## src/rtl/binary_mul_pkg.sv

```systemverilog
// Shared types and helpers for the time-shared multiplier controller.
package binary_mul_pkg;

    localparam int DEFAULT_WIDTH = 11;

    typedef enum logic [1:0] {
        IDLE,
        MUL,
        CAP,
        RESP
    } state_t;

    function automatic int prod_width(input int w);
        return 2 * w;
    endfunction

endpackage

```

## src/rtl/binary_mul_rr_pick.sv

```systemverilog
// Round-robin requester picker: first valid requester at or after ptr, wrapping.
module binary_mul_rr_pick
    import binary_mul_pkg::*;
#(
    parameter int N_REQ = 4,
    parameter int ID_W  = (N_REQ > 1) ? $clog2(N_REQ) : 1
) (
    input  logic [N_REQ-1:0] req_valid,
    input  logic [ID_W-1:0]  ptr,
    output logic [N_REQ-1:0] grant,
    output logic [ID_W-1:0]  g,
    output logic             any_valid
);

    logic [ID_W-1:0] idx;

    // Walk ptr, ptr+1, ... modulo N_REQ and latch onto the first valid requester.
    always_comb begin
        grant     = '0;
        g         = '0;
        any_valid = 1'b0;
        idx       = '0;
        for (int i = 0; i < N_REQ; i++) begin
            idx = ID_W'((int'(ptr) + i) % N_REQ);
            if (!any_valid && req_valid[idx]) begin
                any_valid  = 1'b1;
                g          = idx;
                grant[idx] = 1'b1;
            end
        end
    end

endmodule

```

## src/rtl/binary_mul_share_ctrl.sv

```systemverilog
// Controller that time-shares one registered multiplier among N_REQ requesters,
// one operation in flight, round-robin arbitration, valid/ready on both sides.
module binary_mul_share_ctrl
    import binary_mul_pkg::*;
#(
    parameter int N_REQ   = 4,
    parameter int WIDTH   = DEFAULT_WIDTH,
    parameter int MUL_LAT = 1,
    parameter int ID_W    = (N_REQ > 1) ? $clog2(N_REQ) : 1
) (
    input  logic                         clk,
    input  logic                         rst_n,
    input  logic [N_REQ-1:0]             req_valid,
    output logic [N_REQ-1:0]             req_ready,
    input  logic [N_REQ*WIDTH-1:0]       req_a,
    input  logic [N_REQ*WIDTH-1:0]       req_b,
    output logic                         mul_en,
    output logic [WIDTH-1:0]             mul_a,
    output logic [WIDTH-1:0]             mul_b,
    input  logic [prod_width(WIDTH)-1:0] mul_p,
    output logic                         rsp_valid,
    input  logic                         rsp_ready,
    output logic [ID_W-1:0]              rsp_id,
    output logic [prod_width(WIDTH)-1:0] rsp_p,
    output logic                         busy
);

    localparam int CNT_W = (MUL_LAT > 1) ? $clog2(MUL_LAT) : 1;

    state_t           state;
    state_t           next_state;
    logic [ID_W-1:0]  ptr;
    logic [CNT_W-1:0] cnt;
    logic [WIDTH-1:0] op_a;
    logic [WIDTH-1:0] op_b;
    logic [N_REQ-1:0] grant;
    logic [ID_W-1:0]  g;
    logic             any_valid;
    logic [WIDTH-1:0] sel_a;
    logic [WIDTH-1:0] sel_b;
    logic             accept;

    binary_mul_rr_pick #(
        .N_REQ (N_REQ),
        .ID_W  (ID_W)
    ) u_pick (
        .req_valid (req_valid),
        .ptr       (ptr),
        .grant     (grant),
        .g         (g),
        .any_valid (any_valid)
    );

    assign accept = (state == IDLE) && any_valid;
    assign mul_a  = op_a;
    assign mul_b  = op_b;

    // Select the granted requester's operands with the one-hot grant.
    always_comb begin
        sel_a = '0;
        sel_b = '0;
        for (int k = 0; k < N_REQ; k++) begin
            if (grant[k]) begin
                sel_a = req_a[k*WIDTH +: WIDTH];
                sel_b = req_b[k*WIDTH +: WIDTH];
            end
        end
    end

    // State register; reset always lands in IDLE, discarding any in-flight op.
    always_ff @(posedge clk) begin
        if (!rst_n) begin
            state <= IDLE;
        end else begin
            state <= next_state;
        end
    end

    // Next-state and handshake outputs; only IDLE may accept, so every op passes through IDLE.
    always_comb begin
        next_state = state;
        req_ready  = '0;
        mul_en     = 1'b0;
        rsp_valid  = 1'b0;
        busy       = 1'b1;
        case (state)
            IDLE: begin
                busy = 1'b0;
                if (any_valid) begin
                    req_ready  = rst_n ? grant : '0;
                    next_state = MUL;
                end
            end
            MUL: begin
                mul_en = 1'b1;
                if (cnt == '0) begin
                    next_state = CAP;
                end
            end
            CAP: begin
                next_state = RESP;
            end
            RESP: begin
                rsp_valid = 1'b1;
                if (rsp_ready) begin
                    next_state = IDLE;
                end
            end
            default: begin
                next_state = IDLE;
            end
        endcase
    end

    // Operand capture on accept, latency countdown in MUL, product capture in CAP.
    always_ff @(posedge clk) begin
        if (!rst_n) begin
            ptr    <= '0;
            cnt    <= '0;
            op_a   <= '0;
            op_b   <= '0;
            rsp_id <= '0;
            rsp_p  <= '0;
        end else begin
            if (accept) begin
                op_a   <= sel_a;
                op_b   <= sel_b;
                rsp_id <= g;
                ptr    <= (g == ID_W'(N_REQ - 1)) ? '0 : g + 1'b1;
                cnt    <= CNT_W'(MUL_LAT - 1);
            end else if (state == MUL && cnt != '0) begin
                cnt <= cnt - 1'b1;
            end
            if (state == CAP) begin
                rsp_p <= mul_p;
            end
        end
    end

endmodule

```

## config.mk

```make
export PLATFORM = sky130hd
export DESIGN_NAME = binary_mul_share_ctrl
export DESIGN_NICKNAME = d
export VERILOG_FILES = /design/src/rtl/binary_mul_pkg.sv /design/src/rtl/binary_mul_rr_pick.sv /design/src/rtl/binary_mul_share_ctrl.sv
export SDC_FILE = /design/constraint.sdc
export NUM_CORES = 1
export LEC_CHECK = 0
export ABC_AREA = 0
export ABC_CLOCK_PERIOD_IN_PS = 3900
export CORE_MARGIN = 4
export CORE_UTILIZATION = 38
export DETAILED_ROUTE_END_ITERATION = 8
export GPL_ROUTABILITY_DRIVEN = 1
export PLACE_DENSITY = 0.82
export SYNTH_ARGS = -nofsm -noshare
export SYNTH_HDL_FRONTEND = slang
export SYNTH_HIERARCHICAL = 1
export SYNTH_SLANG_ARGS = --single-unit
export TNS_END_PERCENT = 50
```

## constraint.sdc

```tcl
create_clock -name clk -period 3.9 [get_ports clk]
set_clock_uncertainty 0.05 [all_clocks]
set_input_delay 0.585 -clock clk [delete_from_list [all_inputs] [get_ports clk]]
set_output_delay 0.585 -clock clk [all_outputs]
set_load 0.1 [all_outputs]
```

==> results of run 1 <==
-- layer usage --
layer / up-vias / share of wire, %
li1: 1533 / -
met3: 23 / 10
met2: 182 / 46
met1: 1511 / 41
met5: - / 0
met4: 0 / 2.6
-- stage by stage --
stage	area, sq um	power (W)	instances
2_1_floorplan	2920	0.00259	322
3_3_place_gp	4710	0.00322	568
3_5_place_dp	4710	0.00326	568
4_1_cts	4840	0.00370	576
5_1_grt	4860	0.00391	576
6_report	4860	0.00371	576
-- cell usage after synthesis (4+ instances only) --
library cell / instances / area share [%]
dfxtp_1: 51 / 35
o21ai_0: 28 / 4.8
mux2i_1: 25 / 8.6
nor2b_1: 23 / 4.9
o211ai_1: 23 / 5.9
a221oi_1: 22 / 6.6
nand3_1: 22 / 3.8
nand4_1: 22 / 4.7
clkbuf_1: 19 / 2.4
nand2_1: 13 / 1.7
ha_1: 11 / 4.7
buf_2: 10 / 1.7
inv_1: 10 / 1.3
a22oi_1: 8 / 2.1
a21boi_0: 4 / 1.0
and3_1: 4 / 0.86
-- power by group through the flow --
stage / registers (W) / logic, W / clock network (W)
6_report: 0.000719 / 0.00255 / 0.000442
3_5_place_dp: 0.000732 / 0.00253 / 0
3_3_place_gp: 0.000726 / 0.00249 / 0
2_1_floorplan: 0.00150 / 0.00109 / 0
5_1_grt: 0.000737 / 0.00269 / 0.000475
4_1_cts: 0.000720 / 0.00253 / 0.000452
-- what timing repair did --
| item | 4_1_cts | 5_1_grt |
|---|---|---|
| buffers inserted | 0 | 0 |
| resized for setup | 0 | 3 |
| endpoints found under the setup margin | 0 | 4 |
-- layout make-up --
cell class	instances	area [sq um]
flip-flops and latches	51	1020
clock buffers	5	68.8
well taps	99	124
multi-input cells	228	1730
clock inverters	3	67.6
repair buffers	180	1810
inverters	10	37.5
fillers	611	2510
-- flip-flops by register name (all words and copies together), names as in the netlist --
signal  cells
cnt         1
mul_a      11
mul_b      11
ptr         2
rsp_id      2
rsp_p      22
state       2
-- how the worst min path moves through the flow --
stage	endpoint	depth (start not counted)	start	slack (ps)
6_report	cnt	2	cnt	400
5_1_grt	cnt	2	cnt	410
4_1_cts	cnt	2	cnt	400
3_5_place_dp	cnt	2	cnt	380
3_3_place_gp	cnt	2	cnt	380
2_1_floorplan	cnt	2	cnt	360
-- worst max-delay path, delay by kind of cell (launching register included) --
kind	cells	cell delay (ps)
buffers and inverters	2	340
muxes	1	450
AOI/OAI and AO/OA	2	460
and+or+nand+nor	2	590
adders and majority gates	1	380
DFF	1	520
-- kinds of logic (layout without fill, tap and decap cells) --
family / after synthesis / count (layout) / share of synthesized area [%]
AOI/OAI and AO/OA: 90 / 90 / 21.8
adders and majority gates: 11 / 11 / 4.71
buffers and inverters: 43 / 198 / 6.64
DFF: 51 / 51 / 35.0
muxes: 31 / 31 / 12.7
and+or+nand+nor: 96 / 96 / 19.2
==> metrics.md, run 1 <==
| Metric | Value |
|---|---|
| Status | finished clean |
| DRC viols | 0 |
| Hold Fails Final Rpt | 0 |
| Remaining antenna violation count | 0 |
| R2r worst-path depth | 9 |
| Net Sw Frac | a little over half |
| Core Region | 0.00737 sq mm |
| Die span in x | between 90 and 100 um |
| Final Hold Slack | approximately 400 ps |
| Setup crit end | req_ready[2] |
| CTS tree | built |
| Diode count | 0 |
| Vias in the first global route | 3,086 |
| Reg2reg end | mul_a[6] |
| Post-Place Setup Slack | roughly 140 ps |
| Ys async rst share | 0% |
| Slowest CP cell | dfxtp_1 |
| DR iter-0 viols | ~190 |
| Clock Tree Buf Depth | 2 |
| Total GRT Usage | around a fifth |
| Hold Buf Count CTS | 0 |
| Met1 Use GR | a little over a quarter |
| Die footprint | 0.00915 sq mm |
| Worst Hold Class | flip-flop to flip-flop |
| Clock share of power | about an eighth |
| Vias/cell | 5.64 |
| Gr busiest metal | met2 |
| Layout cells sized above 1 | 7.55% |
| PwrDens | roughly 760 mW/mm^2 |
| Met3 usage | under 10% |
| Setup CP Type | flip-flop to output pin |
| Number of H-tree levels | 2 |
| Worst R2R Start | ptr[1] |
| Synth Instances | between 300 and 400 |
| Commonest cells after routing, fill and taps aside | clkdlybuf4s50_1 (164), dfxtp_1 (51), o21ai_0 (25), mux2i_1 (25) |
| Internal | between 0.0015 and 0.002 W |
| Clk root buf | clkbuf_8 |
| Clock Latency Late Sink | roughly 300 ps |
| Critical Path End Type | output pin |
| GRT overflow | 0 |
| Pre-antenna DRT Iters | 4 |
| I/O Pins | 170 |
| Initial antenna violation count | 0 |
| Post-synth EDFFs | 0 |
| IO Port Bufs | 169 |
| CP arrival | slightly above 3000 ps |
| Max-cap violations | 0 |
| FP Rows | 31 |
| Worst-path cell chain | inv_1, ha_1, mux4_2, and2b_2, a22oi_1, o21ai_2, and3_1, buf_12 |
| Worst Max-Slew Pin Slew | approximately 1100 ps |
| Die H | roughly 96 um |
| Psw | a little over 0.002 W |
| Finish-stage setup viols | 0 |
| RSZ-0062 raised after global routing | false |
| Largest net degree at the start of global routing | 34 |
| Yosys cell types | 37 |
| Syn_nets | between 400 and 500 |
| Fin crit share | around 94% |
| Max Clock Freq | 0.273 GHz |
| Critical Path Source Type | flip-flop |
| Worst-path clk slew | 100 ps |
| First-pass GRT wire length | approximately 15 mm |
| Yosys warnings | 6 |
| Detailed-route wire length per cell | roughly 18 um |
| R2R Setup Slk | around 380 ps |
| Sequential area share after synthesis | 35.0% |
| WL final | a little over 10 mm |
| Sequential power share | roughly a fifth |
| CP required | 3260 ps |
| Synthesized area | 0.00292 sq mm |
| Setup TNS | 0 ps |
| Crit path max fanout | 10 |
| Final GP Congestion | ~0.86 |
| Slew margin rel. | 28.0% |
| Clk sink count | 51 |
| NumNets Final | between 600 and 700 |
| Area Overhead vs Synth | 66.4% |
| Util after Layout | 65.9% |
| Final min period | about 3700 ps |
| Total CTS buffers | 5 |
| Post-synthesis register bit count | slightly above 50 |
| Worst setup margin | 235 ps |
| Setup crit start | ptr[1] |
| Leak pwr | approximately 1.7 nW |
| Starting Density | between 30% and 40% |
| Synthesized area per cell | roughly 9.1 sq um |
| Largest stage delay on the critical path | around 520 ps |
| Grt met2 use | 34.1% |
| Slew Viols, Final | 0 |
| Vias | roughly 3,200 |
| Top_reg_cell synth | dfxtp_1 |
| HPWL Detailed | 7.79 mm |
| Max VDD drop | 0.000307 V |
| Most common cell after layout, fill and taps aside | clkdlybuf4s50_1 |
| Gate power share | between 60% and 70% |
No activity file was read; power rests on OpenSTA's default activity.
==> run 2, diff against run 1 <==
- CORE_MARGIN: 4 -> default
- SETUP_SLACK_MARGIN: default -> 0.5
==> metrics.md, run 2 (same netlist as run 1, synthesis figures left out) <==
| Metric | Value |
|---|---|
| Starting Density | 39.8% (was 39.6%) |
| DRC viols | 0 (unchanged) |
| I/O Pins | 170 (unchanged) |
| GRT overflow | 0 (unchanged) |
| Worst setup margin | 489 ps (was 235 ps) |
| Area Overhead vs Synth | 66.2% (was 66.4%) |
| Setup CP Type | flip-flop to output pin (unchanged) |
| PwrDens | 745 mW/mm^2 (was 763 mW/mm^2) |
| Initial antenna violation count | 0 (unchanged) |
| Top layer reached by signal wires | met4 (unchanged) |
| Pre-antenna DRT Iters | 5 (was 4) |
| WL final | 9.86 mm (was 10.3 mm) |
| Placement Cell Area | 0.00473 sq mm (was 0.00471 sq mm) |
| Hold Buf Count CTS | 0 (unchanged) |
| Final GP Congestion | 0.944 (was 0.864) |
| Finished Layout Cells | 581 (was 576) |
| Vias/cell | 5.70 (was 5.64) |
| Core Region | 0.00733 sq mm (was 0.00737 sq mm) |
| Die span in x | 89.6 um (was 95.6 um) |
| Clk sink count | 51 (unchanged) |
| Clock Latency Late Sink | 300 ps (about the same) |
| Diode count | 0 (unchanged) |
| Total GRT Usage | 23.8% (was 21.0%) |
| Crit path max fanout | 9 (was 10) |
| Detailed-route wire length per cell | 17.0 um (was 17.9 um) |
| Clk root buf | clkbuf_8 (unchanged) |
| Slew margin rel. | 32.2% (was 28.0%) |
| First-pass GRT wire length | 14.8 mm (was 15.2 mm) |
| Largest net degree at the start of global routing | 50 (was 34) |
| Slowest CP cell | dfxtp_2 (was dfxtp_1) |
| CP arrival | 2780 ps (was 3030 ps) |
| DR iter-0 viols | 165 (was 185) |
| NumNets Final | 609 (was 604) |
| Remaining antenna violation count | 0 (unchanged) |
| CTS tree | built (unchanged) |
| Most common cell after layout, fill and taps aside | clkdlybuf4s50_1 (unchanged) |
| Max FFs per register | 22 (unchanged) |
| Vias in the first global route | 3,124 (was 3,086) |
| Number of H-tree levels | 2 (unchanged) |
| Max Clock Freq | 0.293 GHz (was 0.273 GHz) |
| Largest stage delay on the critical path | 430 ps (was 520 ps) |
| Setup TNS | 0 ps (unchanged) |
| Critical Path End Type | output pin (unchanged) |
| Max-cap violations | 0 (unchanged) |
| Fin crit share | 87.5% (was 94.0%) |
| Slew Viols, Final | 0 (unchanged) |
| DR WL met3 | 967 um (was 1.08 mm) |
| Max VDD drop | 0.000311 V (was 0.000307 V) |
| CP required | 3260 ps (about the same) |
| Finish-stage setup viols | 0 (unchanged) |
| Worst Max-Slew Pin Slew | 1010 ps (was 1080 ps) |
| Final Hold Slack | 414 ps (was 397 ps) |
| Die H | 89.6 um (was 95.6 um) |
| Commonest cells after routing, fill and taps aside | clkdlybuf4s50_1 (160), dfxtp_1 (50), mux2i_1 (25) (was clkdlybuf4s50_1 (164), dfxtp_1 (51), o21ai_0 (25), mux2i_1 (25)) |
| Biggest register | rsp_p (unchanged) |
| Routed wl met2 | 4.95 mm (was 4.78 mm) |
| Clock Tree Buf Depth | 2 (unchanged) |
| Vias | 3,310 (was 3,249) |
| IO Port Bufs | 169 (unchanged) |
| Layout cells sized above 1 | 9.13% (was 7.55%) |
| Die footprint | 0.00804 sq mm (was 0.00915 sq mm) |
| RSZ-0062 raised after global routing | true (was false) |
| Worst Hold Class | flip-flop to flip-flop (unchanged) |
| Critical Path Source Type | flip-flop (unchanged) |
| Status | finished clean (unchanged) |
| Worst-path cell chain | inv_1, ha_1, mux4_2, nor4b_4, a22oi_1, o21ai_1, and3_1, buf_12 (was inv_1, ha_1, mux4_2, and2b_2, a22oi_1, o21ai_2, and3_1, buf_12) |
| Final min period | 3410 ps (was 3660 ps) |
| FP Rows | 31 (unchanged) |
| Worst-path clk slew | 90 ps (was 100 ps) |
| Post-Place Setup Slack | 99.5 ps (was 139 ps) |
| Leak pwr | 1.70 nW (was 1.68 nW) |
| Met1 wire length | 3.68 mm (was 4.19 mm) |
| HPWL Detailed | 7.31 mm (was 7.79 mm) |
| Hold Fails Final Rpt | 0 (unchanged) |
| Placed Cells | 570 (was 568) |
| Total CTS buffers | 5 (unchanged) |
| Final Cell Area | 0.00485 sq mm (was 0.00486 sq mm) |
## run 2: stage by stage
step | util (%) | total power (W)
2_1_floorplan | - | 0.00259
3_3_place_gp | 64.6 | 0.00321
3_5_place_dp | 64.6 | 0.00326
4_1_cts | 66.1 | 0.00361
5_1_grt | 66.2 | 0.00382
6_report | 66.2 | 0.00361
## run 2: repair_timing
item / in CTS / in global routing
buffers inserted: 3 / 0
endpoints found under the setup margin: 25 / 25
pin swaps: 1 / 0
resized for setup: 9 / 2
## run 2: area by class of cell
type | count | area, sq um
fill | 577 | 2480
inverter | 10 | 37.5
tap | 99 | 124
clock inverter | 3 | 18.8
clock buffer | 5 | 68.8
sequential | 51 | 1020
timing repair buffer | 185 | 1850
multi-input combinational | 228 | 1730
## run 2: final timing paths
path              startpoint      endpoint  slack [ps]  cells past startpoint
hold reg to reg          cnt           cnt         410                      2
setup / recovery      ptr[1]  req_ready[0]         490                      8
setup reg to reg      ptr[1]      mul_a[5]         830                      9
hold / removal           cnt           cnt         410                      2
## run 2: where the power goes
group          internal [W]  switching, W
clock network      0.000127      0.000186
registers          0.000651     0.0000677
logic              0.000821       0.00176
## run 2: metal layers
layer	up-vias	global-route usage (%)
li1	1551	-
met1	1552	26.8
met2	180	43.3
met3	27	5.39
met4	0	9.67
met5	-	0
## run 2: critical path: cells and delay by family (launching register included)
kind,cells,cell delay [ps]
AOI/OAI and AO/OA,2,300
adders and majority gates,1,370
buffers and inverters,2,310
DFF,1,430
muxes,1,400
and+or+nand+nor,2,660
==> run 3, diff against run 2 <==
- ABC_CLOCK_PERIOD_IN_PS: 3900 -> 2900
- CORE_UTILIZATION: 38 -> 35
- PLACE_DENSITY: 0.82 -> 0.79
- clock period: 3.9 -> 2.9 ns (I/O delays scaled with it)
==> metrics.md, run 3 (same netlist as run 1, synthesis figures left out) <==
| Metric | Value |
|---|---|
| Max FFs per register | 22 (unchanged) |
| Sequential power share | 18.7% (was 19.9%) |
| Die footprint | 0.00871 sq mm (was 0.00804 sq mm) |
| Setup crit start | ptr[0] (was ptr[1]) |
| Pre-antenna DRT Iters | 4 (was 5) |
| Detailed-route wire length per cell | 16.9 um (was 17.0 um) |
| Final min period | between 3000 and 4000 ps |
| Failing checks | negative setup slack |
| Worst-path clk slew | 100 ps (was 90 ps) |
| Psw | 0.00285 W (was 0.00202 W) |
| Clock Latency Late Sink | 310 ps (was 300 ps) |
| Critical Path End Type | output pin (unchanged) |
| PwrDens | 1040 mW/mm^2 (was 745 mW/mm^2) |
| Worst Hold Class | flip-flop to flip-flop (unchanged) |
| Starting Density | 37.0% (was 39.8%) |
| Layout cells sized above 1 | 25.2% (was 9.13%) |
| Clock Tree Buf Depth | 2 (unchanged) |
| Clk root buf | clkbuf_8 (unchanged) |
| RSZ-0062 raised after global routing | true (unchanged) |
| Met1 Use GR | 28.2% (was 26.8%) |
| Slew margin rel. | 63.3% (was 32.2%) |
| Hold Buf Count CTS | 0 (unchanged) |
| Max-cap violations | 0 (unchanged) |
| WL final | 10.3 mm (was 9.86 mm) |
| Setup CP Type | flip-flop to output pin (unchanged) |
| Vias/cell | 5.51 (was 5.70) |
| Slew Viols, Final | 0 (unchanged) |
| Critical Path Source Type | flip-flop (unchanged) |
| Final GP Congestion | 0.843 (was 0.944) |
| Util after Layout | 63.7% (was 66.2%) |
| Max VDD drop | 0.000630 V (was 0.000311 V) |
| GRT overflow | 0 (unchanged) |
| Clock share of power | 8.4% (was 8.6%) |
| Remaining antenna violation count | 0 (unchanged) |
| Max Clock Freq | roughly 0.33 GHz |
| DR iter-0 viols | 174 (was 165) |
| Core Region | 0.00789 sq mm (was 0.00733 sq mm) |
| Leak pwr | 1.92 nW (was 1.70 nW) |
| Worst setup margin | -153 ps (was 489 ps) |
| Vias | 3,332 (was 3,310) |
| Met3 usage | 5.85% (was 5.39%) |
| Grt met2 use | 39.2% (was 43.3%) |
| Vias in the first global route | 3,161 (was 3,124) |
| Status | finished with violations (was finished clean) |
| Diode count | 0 (unchanged) |
| Setup TNS | -451 ps (was 0 ps) |
| Min-delay src | cnt (unchanged) |
| NumNets Final | 630 (was 609) |
| FP Rows | 32 (was 31) |
| Internal | 0.00235 W (was 0.00160 W) |
| Most common cell after layout, fill and taps aside | clkdlybuf4s50_1 (unchanged) |
| Die H | 93.3 um (was 89.6 um) |
| Gr busiest metal | met2 (unchanged) |
| Finish-stage setup viols | 4 (was 0) |
| Total GRT Usage | 22.8% (was 23.8%) |
| Initial antenna violation count | 0 (unchanged) |
| Commonest cells after routing, fill and taps aside | clkdlybuf4s50_1 (111), buf_4 (79), dfxtp_1 (49) (was clkdlybuf4s50_1 (160), dfxtp_1 (50), mux2i_1 (25)) |
| CP required | 2410 ps (was 3260 ps) |
| Gate power share | 72.8% (was 71.5%) |
| CP arrival | 2570 ps (was 2780 ps) |
| DRC viols | 0 (unchanged) |
| Worst Max-Slew Pin Slew | 545 ps (was 1010 ps) |
| Largest net degree at the start of global routing | 53 (was 50) |
| Number of H-tree levels | 2 (unchanged) |
| R2r worst-path depth | 13 (was 9) |
| Net Sw Frac | 54.9% (was 55.8%) |
| Biggest register | rsp_p (unchanged) |
| Die span in x | 93.3 um (was 89.6 um) |
| Total CTS buffers | 5 (unchanged) |
| I/O Pins | 170 (unchanged) |
| First-pass GRT wire length | 15.8 mm (was 14.8 mm) |
| Placement Cell Area | 0.00481 sq mm (was 0.00473 sq mm) |
| CTS tree | built (unchanged) |
| R2R Setup Slk | 150 ps (was 830 ps) |
| Worst R2R Start | ptr[0] (was ptr[1]) |
| Clk sink count | 51 (unchanged) |
| Fillers | 664 (was 577) |
| Final Cell Area | 0.00502 sq mm (was 0.00485 sq mm) |
| IO Port Bufs | 169 (unchanged) |
| Worst Hold Depth | 2 (unchanged) |
| Hold Fails Final Rpt | 0 (unchanged) |
| Crit path max fanout | 4 (was 9) |
| Area Overhead vs Synth | 72.1% (was 66.2%) |
| HPWL Detailed | 7.53 mm (was 7.31 mm) |
| Fin crit share | 105% |
[run 3: cell count changes in the layout (fill, tap and decap cells not counted), sizes merged]
| cell | delta |
|---|---|
| buf | +69 |
| inv | +1 |
| nor2b | +1 |
| clkdlybuf4s50 | -49 |
| clkinv | -1 |
[run 3: power groups by stage]
stage / clock (W) / sequential (W) / combinational, W
after floorplan: 0 / 0.00202 / 0.00156
after global placement: 0 / 0.000991 / 0.00354
after detailed placement: 0 / 0.00100 / 0.00360
after CTS: 0.000457 / 0.000976 / 0.00371
after global routing: 0.000483 / 0.000998 / 0.00398
final: 0.000439 / 0.000975 / 0.00379
[run 3: critical path: stages (launching register included)]
cell	delay, ps
dfxtp_4	390
inv_4	40
ha_4	280
mux4_2	360
nor4b_4	350
buf_4	190
a22oi_2	50
o21ai_2	90
buf_4	140
and3_4	190
buf_12	170
[run 3: layout make-up]
type | instances | area, sq um | share of cell area (%)
flip-flops and latches | 51 | 1030 | 20.5
clock inverters | 3 | 26.3 | 0.523
repair buffers | 205 | 1920 | 38.2
inverters | 10 | 40.0 | 0.797
well taps | 102 | 128 | 2.54
clock buffers | 5 | 68.8 | 1.37
multi-input cells | 229 | 1810 | 36.1
[run 3: worst paths after layout]
check,end
worst max-delay path,req_ready[1]
worst min-delay path,cnt
worst max register to register,mul_a[10]
worst min register to register,cnt
[run 3: timing repair]
| action | 4_1_cts | 5_1_grt |
|---|---|---|
| cloned | 0 | 1 |
| pin swaps | 8 | 4 |
| gates resized for setup | 17 | 6 |
| buffers inserted | 5 | 1 |
| endpoints found under the setup margin | 33 | 33 |
| hold endpoints to repair | 0 | 0 |
[run 3: through the flow]
step	total power (W)	setup slack, ps	instances	hold slack, ps
floorplan	0.00358	-34.9	322	364
global placement	0.00453	-402	590	371
detailed placement	0.00460	-553	590	381
CTS	0.00514	-146	603	396
global route	0.00546	-221	605	434
finish	0.00520	-153	605	392
[run 3: routing by layer]
layer	share of wire, %	up-vias	wire [um]
li1	-	1587	-
met1	41	1566	4200
met2	48	166	4920
met3	9.5	13	973
met4	1.5	0	156
met5	0	-	0
